==> src/rtl/shift_pkg.sv <==
// Shared opcodes and level-to-stage mapping for the pipelined barrel shifter.
package shift_pkg;

    localparam logic [1:0] OP_SLL = 2'b00;
    localparam logic [1:0] OP_SRL = 2'b01;
    localparam logic [1:0] OP_SRA = 2'b10;
    localparam logic [1:0] OP_ROR = 2'b11;

    // Pipeline stage that owns shift level k (levels run from the MSB of shamt down).
    function automatic int level_stage(input int k, input int shamt_w, input int pipe_stages);
        return ((shamt_w - 1 - k) * pipe_stages) / shamt_w;
    endfunction

    // Highest level owned by stage s.
    function automatic int stage_k_hi(input int s, input int shamt_w, input int pipe_stages);
        int r;
        r = 0;
        for (int k = 0; k < shamt_w; k++) begin
            if (level_stage(k, shamt_w, pipe_stages) == s) r = k;
        end
        return r;
    endfunction

    // Lowest level owned by stage s.
    function automatic int stage_k_lo(input int s, input int shamt_w, input int pipe_stages);
        int r;
        r = 0;
        for (int k = shamt_w - 1; k >= 0; k--) begin
            if (level_stage(k, shamt_w, pipe_stages) == s) r = k;
        end
        return r;
    endfunction

endpackage

==> src/rtl/shifter_stage.sv <==
// One pipeline stage: shift levels [K_HI:K_LO] followed by a valid/ready register.
module shifter_stage
    import shift_pkg::*;
#(
    parameter int unsigned WIDTH   = 32,
    parameter int unsigned SHAMT_W = 5,
    parameter int unsigned TAG_W   = 5,
    parameter int          K_HI    = 4,
    parameter int          K_LO    = 0
) (
    input  logic               clk_i,
    input  logic               rst_ni,
    input  logic               flush_i,
    input  logic               valid_i,
    output logic               ready_o,
    input  logic [WIDTH-1:0]   data_i,
    input  logic [SHAMT_W-1:0] shamt_i,
    input  logic [1:0]         op_i,
    input  logic               sign_i,
    input  logic [TAG_W-1:0]   tag_i,
    output logic               valid_o,
    input  logic               ready_i,
    output logic [WIDTH-1:0]   data_o,
    output logic [SHAMT_W-1:0] shamt_o,
    output logic [1:0]         op_o,
    output logic               sign_o,
    output logic [TAG_W-1:0]   tag_o
);

    logic               valid_q, valid_d;
    logic [WIDTH-1:0]   data_q, data_d;
    logic [SHAMT_W-1:0] shamt_q, shamt_d;
    logic [1:0]         op_q, op_d;
    logic               sign_q, sign_d;
    logic [TAG_W-1:0]   tag_q, tag_d;
    logic [WIDTH-1:0]   shifted;
    logic               advance;

    // Single shift level by amt; SRA fill uses the sign captured at accept.
    function automatic logic [WIDTH-1:0] shift_level(input logic [WIDTH-1:0] d,
                                                     input logic [1:0] op,
                                                     input logic sign,
                                                     input int unsigned amt);
        logic [WIDTH-1:0] res;
        case (op)
            OP_SLL:  res = d << amt;
            OP_SRL:  res = d >> amt;
            OP_SRA:  res = (d >> amt) | ({WIDTH{sign}} << (WIDTH - amt));
            default: res = (d >> amt) | (d << (WIDTH - amt));
        endcase
        return res;
    endfunction

    // Apply this stage's levels, most significant first.
    always_comb begin
        shifted = data_i;
        for (int k = K_HI; k >= K_LO; k--) begin
            if (shamt_i[k]) shifted = shift_level(shifted, op_i, sign_i, 1 << k);
        end
    end

    assign advance = !valid_q || ready_i;
    assign ready_o = advance && !flush_i;

    // Next-state: flush kills the stage, otherwise load whenever the register can move.
    always_comb begin
        valid_d = valid_q;
        data_d  = data_q;
        shamt_d = shamt_q;
        op_d    = op_q;
        sign_d  = sign_q;
        tag_d   = tag_q;
        if (flush_i) begin
            valid_d = 1'b0;
        end else if (advance) begin
            valid_d = valid_i;
            if (valid_i) begin
                data_d  = shifted;
                shamt_d = shamt_i;
                op_d    = op_i;
                sign_d  = sign_i;
                tag_d   = tag_i;
            end
        end
    end

    // Stage register with asynchronous reset.
    always_ff @(posedge clk_i or negedge rst_ni) begin
        if (!rst_ni) begin
            valid_q <= 1'b0;
            data_q  <= '0;
            shamt_q <= '0;
            op_q    <= '0;
            sign_q  <= 1'b0;
            tag_q   <= '0;
        end else begin
            valid_q <= valid_d;
            data_q  <= data_d;
            shamt_q <= shamt_d;
            op_q    <= op_d;
            sign_q  <= sign_d;
            tag_q   <= tag_d;
        end
    end

    assign valid_o = valid_q;
    assign data_o  = data_q;
    assign shamt_o = shamt_q;
    assign op_o    = op_q;
    assign sign_o  = sign_q;
    assign tag_o   = tag_q;

endmodule

==> src/rtl/pipelined_barrel_shifter.sv <==
// Pipelined SLL/SRL/SRA/ROR barrel shifter with valid/ready on both sides and a tag sideband.
module pipelined_barrel_shifter
    import shift_pkg::*;
#(
    parameter int unsigned WIDTH       = 32,
    parameter int unsigned SHAMT_W     = $clog2(WIDTH),
    parameter int unsigned PIPE_STAGES = 2,
    parameter int unsigned TAG_W       = 5
) (
    input  logic               clk,
    input  logic               rst_n,
    input  logic               flush,
    input  logic               in_valid,
    output logic               in_ready,
    input  logic [WIDTH-1:0]   in_data,
    input  logic [SHAMT_W-1:0] in_shamt,
    input  logic [1:0]         in_op,
    input  logic [TAG_W-1:0]   in_tag,
    output logic               out_valid,
    input  logic               out_ready,
    output logic [WIDTH-1:0]   out_data,
    output logic [TAG_W-1:0]   out_tag
);

    if (PIPE_STAGES == 0 || PIPE_STAGES > SHAMT_W) begin : g_bad_pipe
        $error("PIPE_STAGES must be in 1..SHAMT_W");
    end
    if (WIDTH < 8 || (WIDTH & (WIDTH - 1)) != 0) begin : g_bad_width
        $error("WIDTH must be a power of 2 and >= 8");
    end
    if (SHAMT_W != $clog2(WIDTH)) begin : g_bad_shamt
        $error("SHAMT_W is derived from WIDTH and must not be overridden");
    end

    // Index s is the input of stage s; index PIPE_STAGES is the output port.
    logic [PIPE_STAGES:0] vld;
    logic [PIPE_STAGES:0] rdy;
    logic [WIDTH-1:0]     dat [PIPE_STAGES+1];
    logic [SHAMT_W-1:0]   shm [PIPE_STAGES+1];
    logic [1:0]           opc [PIPE_STAGES+1];
    logic                 sgn [PIPE_STAGES+1];
    logic [TAG_W-1:0]     tag [PIPE_STAGES+1];

    assign vld[0] = in_valid;
    assign dat[0] = in_data;
    assign shm[0] = in_shamt;
    assign opc[0] = in_op;
    assign sgn[0] = in_data[WIDTH-1];
    assign tag[0] = in_tag;
    assign in_ready = rdy[0];

    for (genvar s = 0; s < PIPE_STAGES; s++) begin : g_stage
        localparam int KHi = stage_k_hi(s, int'(SHAMT_W), int'(PIPE_STAGES));
        localparam int KLo = stage_k_lo(s, int'(SHAMT_W), int'(PIPE_STAGES));

        shifter_stage #(
            .WIDTH   (WIDTH),
            .SHAMT_W (SHAMT_W),
            .TAG_W   (TAG_W),
            .K_HI    (KHi),
            .K_LO    (KLo)
        ) u_stage (
            .clk_i   (clk),
            .rst_ni  (rst_n),
            .flush_i (flush),
            .valid_i (vld[s]),
            .ready_o (rdy[s]),
            .data_i  (dat[s]),
            .shamt_i (shm[s]),
            .op_i    (opc[s]),
            .sign_i  (sgn[s]),
            .tag_i   (tag[s]),
            .valid_o (vld[s+1]),
            .ready_i (rdy[s+1]),
            .data_o  (dat[s+1]),
            .shamt_o (shm[s+1]),
            .op_o    (opc[s+1]),
            .sign_o  (sgn[s+1]),
            .tag_o   (tag[s+1])
        );
    end

    assign rdy[PIPE_STAGES] = out_ready;
    assign out_valid        = vld[PIPE_STAGES];
    assign out_data         = dat[PIPE_STAGES];
    assign out_tag          = tag[PIPE_STAGES];

    // Control fields are spent once the last level has been applied.
    logic unused_tail;
    assign unused_tail = ^{shm[PIPE_STAGES], opc[PIPE_STAGES], sgn[PIPE_STAGES]};

endmodule

==> config.mk <==
export PLATFORM = sky130hd
export DESIGN_NAME = pipelined_barrel_shifter
export DESIGN_NICKNAME = d
export VERILOG_FILES = /design/src/rtl/shift_pkg.sv /design/src/rtl/shifter_stage.sv /design/src/rtl/pipelined_barrel_shifter.sv
export SDC_FILE = /design/constraint.sdc
export NUM_CORES = 1
export LEC_CHECK = 0
export ABC_AREA = 1
export CAP_MARGIN = 20
export CORE_MARGIN = 8
export CORE_UTILIZATION = 30
export CTS_CLUSTER_SIZE = 12
export DETAILED_ROUTE_END_ITERATION = 10
export PLACE_DENSITY = 0.45
export SLEW_MARGIN = 30
export SYNTH_ARGS = -nofsm -noshare
export SYNTH_HDL_FRONTEND = slang
export SYNTH_SLANG_ARGS = --single-unit
==> constraint.sdc <==
create_clock -name clk -period 2 [get_ports clk]
set_clock_uncertainty 0.2 [all_clocks]
set_input_delay 0.4 -clock clk [delete_from_list [all_inputs] [get_ports clk]]
set_output_delay 0.4 -clock clk [all_outputs]
set_load 0.01 [all_outputs]
==> qor.txt <==
CTS buffer count = 9
Fin worst setup slack = 0.0442 ns
DP Cell Count = 1385
Final net count = 1182
1st-iter DRT viols = 455
Hold_sp = out_ready
Syn_nets = 1039
Post-synth top area share = 0.321
Core Region = 20800 um2
Status = finished clean
Final antenna-violating net count = 0
CTS tree = built
Synth area leaders = dfrtp_1 32%, nand2_1 18%, o21ai_0 9.5%, inv_1 5.2%, a21oi_1 4.9%
Fmax = 511 MHz
R2r setup slk = 0.04 ns
Via count = 6787
Gate Count Post-Synth = 990
Vias per Instance = 4.80
Setup CP Type = reg2reg
H-tree levels = 3
FF-to-FF path depth = 5
Worst r2r dst = g_stage[1].u_stage.data_o[28]
Ys flop type = dfrtp_1
Final Wtd Congestion = 0.860
Diodes inserted = 0
PortBufs = 87
Share of flip-flops with an asynchronous set or reset = 1.00
Peak VDD IR = 0.000421 V
Max clock buf depth = 2
CP required = 2.01 ns
Rel. slew slack = 0.596
Final period util = 0.978
Layout cells sized above 1 = 0.186
Tightest Hold Check Type = in2reg
Drt first pass iters = 6
Clock Pin Slew Worst Setup and Hold Paths = 0.06 ns
Max-cap violations = 0
Later-pin clock latency in the skew report = 0.34 ns
Vias in the first global route = 6656
Setup-failing EPs final = 0
Synthesis Warnings = 0
Number of cells on the worst hold path = 5
PwrDens = 785 nW/um2
Die span in y = 161 um
Static Leak = 4.18 nW
Gr ovfl total = 0
Antenna violations before repair = 0
Wire per inst = 15.9 um
Fin util = 0.415
Arr. time, crit path = 1.97 ns
DP HPWL = 17.8 mm
Fin Hold WS = 0.240 ns
TNS Setup = 0 ns
Peak fanout along the critical path = 44
Cell area after synthesis = 6310 um2
Clock Sinks = 81
Largest net degree at the start of global routing = 58
Syn Area/Cell = 6.37 um2
Non-Filler Instances = 1413
Reg-to-reg critical path startpoint = g_stage[0].u_stage.shamt_o[1]
Total wire length = 22.5 mm
Post-synthesis sequential element count = 81
CP endpoint kind = register
Worst Hold End = g_stage[0].u_stage.valid_o
First-pass GRT wire length = 36.7 mm
DIE WIDTH = 161 um
Element type at the critical path start = register
GRT Overall Usage = 0.174
Sequential area share after synthesis = 0.321
Die area = 25900 um2
DRC = 0
Dpl ws = -0.655 ns
Ports = 88
Synth cell types = 34
Root Buffer = clkbuf_16
Final min period = 1.96 ns
Filler cells = 2264
Slew Limit Fails = 0
Slew @ Worst Pin = 0.599 ns
Layout Area Growth over Synthesis = 37.1%
Final Hold Vio Count = 0
Most area-hungry cell type in the Yosys netlist = dfrtp_1
Row cnt = 53
Starting Density = 0.303
Post-synth EDFFs = 0
==> sequential cells by signal, indices dropped and copies added, names as in the netlist <==
name and count:
g_stage.u_stage.data_o 64, g_stage.u_stage.valid_o 2, g_stage.u_stage.sign_o 1, g_stage.u_stage.tag_o 10, g_stage.u_stage.shamt_o 2, g_stage.u_stage.op_o 2
==> logic make-up (layout without fill, tap and decap cells) <==
| group | count (synthesis) | after routing | share of synthesized area |
|---|---|---|---|
| AO/OA/AOI/OAI | 252 | 252 | 0.225 |
| AND/OR/NAND/NOR | 474 | 474 | 0.314 |
| buffers and inverters | 183 | 331 | 0.140 |
| flip-flops | 81 | 81 | 0.321 |
==> layout by cell type, fill, tap and decap left out, types with 7 or more instances in the layout <==
master / instances
o21ai_1: 24
clkbuf_16: 9
o22ai_1: 9
buf_4: 113
inv_1: 84
o22a_1: 15
inv_2: 7
or2_2: 20
buf_12: 16
a31oi_1: 14
nor2_2: 8
nor2_1: 51
a21oi_1: 59
nand4_1: 10
o21ai_0: 102
o211ai_1: 8
nand3_1: 61
dfrtp_1: 81
nand2_1: 308
clkdlybuf4s50_1: 80
==> how the worst max path moves through the flow <==
stage	from	endpoint	depth (start not counted)	slack (ns)
finish	g_stage[0].u_stage.shamt_o[1]	g_stage[1].u_stage.data_o[28]	5	0.04
floorplan	g_stage[1].u_stage.valid_o	g_stage[0].u_stage.data_o[10]	12	0.16
global route	g_stage[0].u_stage.shamt_o[1]	g_stage[1].u_stage.data_o[30]	8	-0.02
detailed placement	in_op[0]	g_stage[0].u_stage.data_o[20]	10	-0.65
global placement	in_op[0]	g_stage[0].u_stage.data_o[20]	10	-0.64
CTS	out_ready	in_ready	7	0.002
==> report_power, final <==
part,leakage (nW),internal [mW],switching (mW)
clock,0.151,1.07,0.653
sequential,0.949,2.00,0.255
combinational,3.08,1.35,1.47
total,4.18,4.41,2.38
==> stage by stage <==
stage	power [mW]	area [um2]
6_report	6.79	8650
5_1_grt	7.29	8650
4_1_cts	6.81	8540
3_5_place_dp	5.03	8110
3_3_place_gp	5.03	8110
2_1_floorplan	3.89	6310
==> synth_stat cells (5+ instances only) <==
| master | instances |
|---|---|
| a21oi_1 | 62 |
| a31oi_1 | 14 |
| a41oi_1 | 5 |
| buf_2 | 22 |
| buf_4 | 38 |
| clkbuf_1 | 22 |
| dfrtp_1 | 81 |
| inv_1 | 88 |
| inv_2 | 5 |
| nand2_1 | 310 |
| nand3_1 | 61 |
| nand4_1 | 10 |
| nor2_1 | 57 |
| nor2_2 | 6 |
| o211ai_1 | 8 |
| o21ai_0 | 120 |
| o21ai_1 | 8 |
| o22a_1 | 15 |
| o22ai_1 | 9 |
| or2_2 | 21 |
==> per-layer routing <==
metal	vias to the layer above	share of wire	track usage
met5	-	0	0
met3	20	0.036	0.0244
li1	3511	-	-
met1	3093	0.50	0.243
met4	0	0.014	0.0518
met2	163	0.45	0.274
==> cell type report <==
class                           count  area [um2]  area share
Timing Repair Buffer              222        2130       0.246
Clock inverter                      4        50.0     0.00579
Sequential cell                    81        2030       0.234
Multi-Input combinational cell    726        3470       0.401
Inverter                           93         365      0.0422
Tap cell                          275         344      0.0398
Clock buffer                       12         267      0.0308
==> repair_timing <==
| item | CTS | global route |
|---|---|---|
| pin swaps | 4 | 7 |
| resized for setup | 26 | 38 |
| setup buffers | 1 | 8 |
| endpoints found under the hold margin | 24 | 0 |
| setup endpoints to repair | 33 | 61 |
| gates cloned | 2 | 0 |
| hold buffers | 1 | 0 |
==> critical path: stages (launching register included) <==
cell     delay, ns
dfrtp_1       0.41
buf_4         0.16
buf_12        0.16
o21ai_0       0.51
o22ai_1       0.18
o22a_1        0.20
Note: power is estimated with default switching activity, not from simulation.
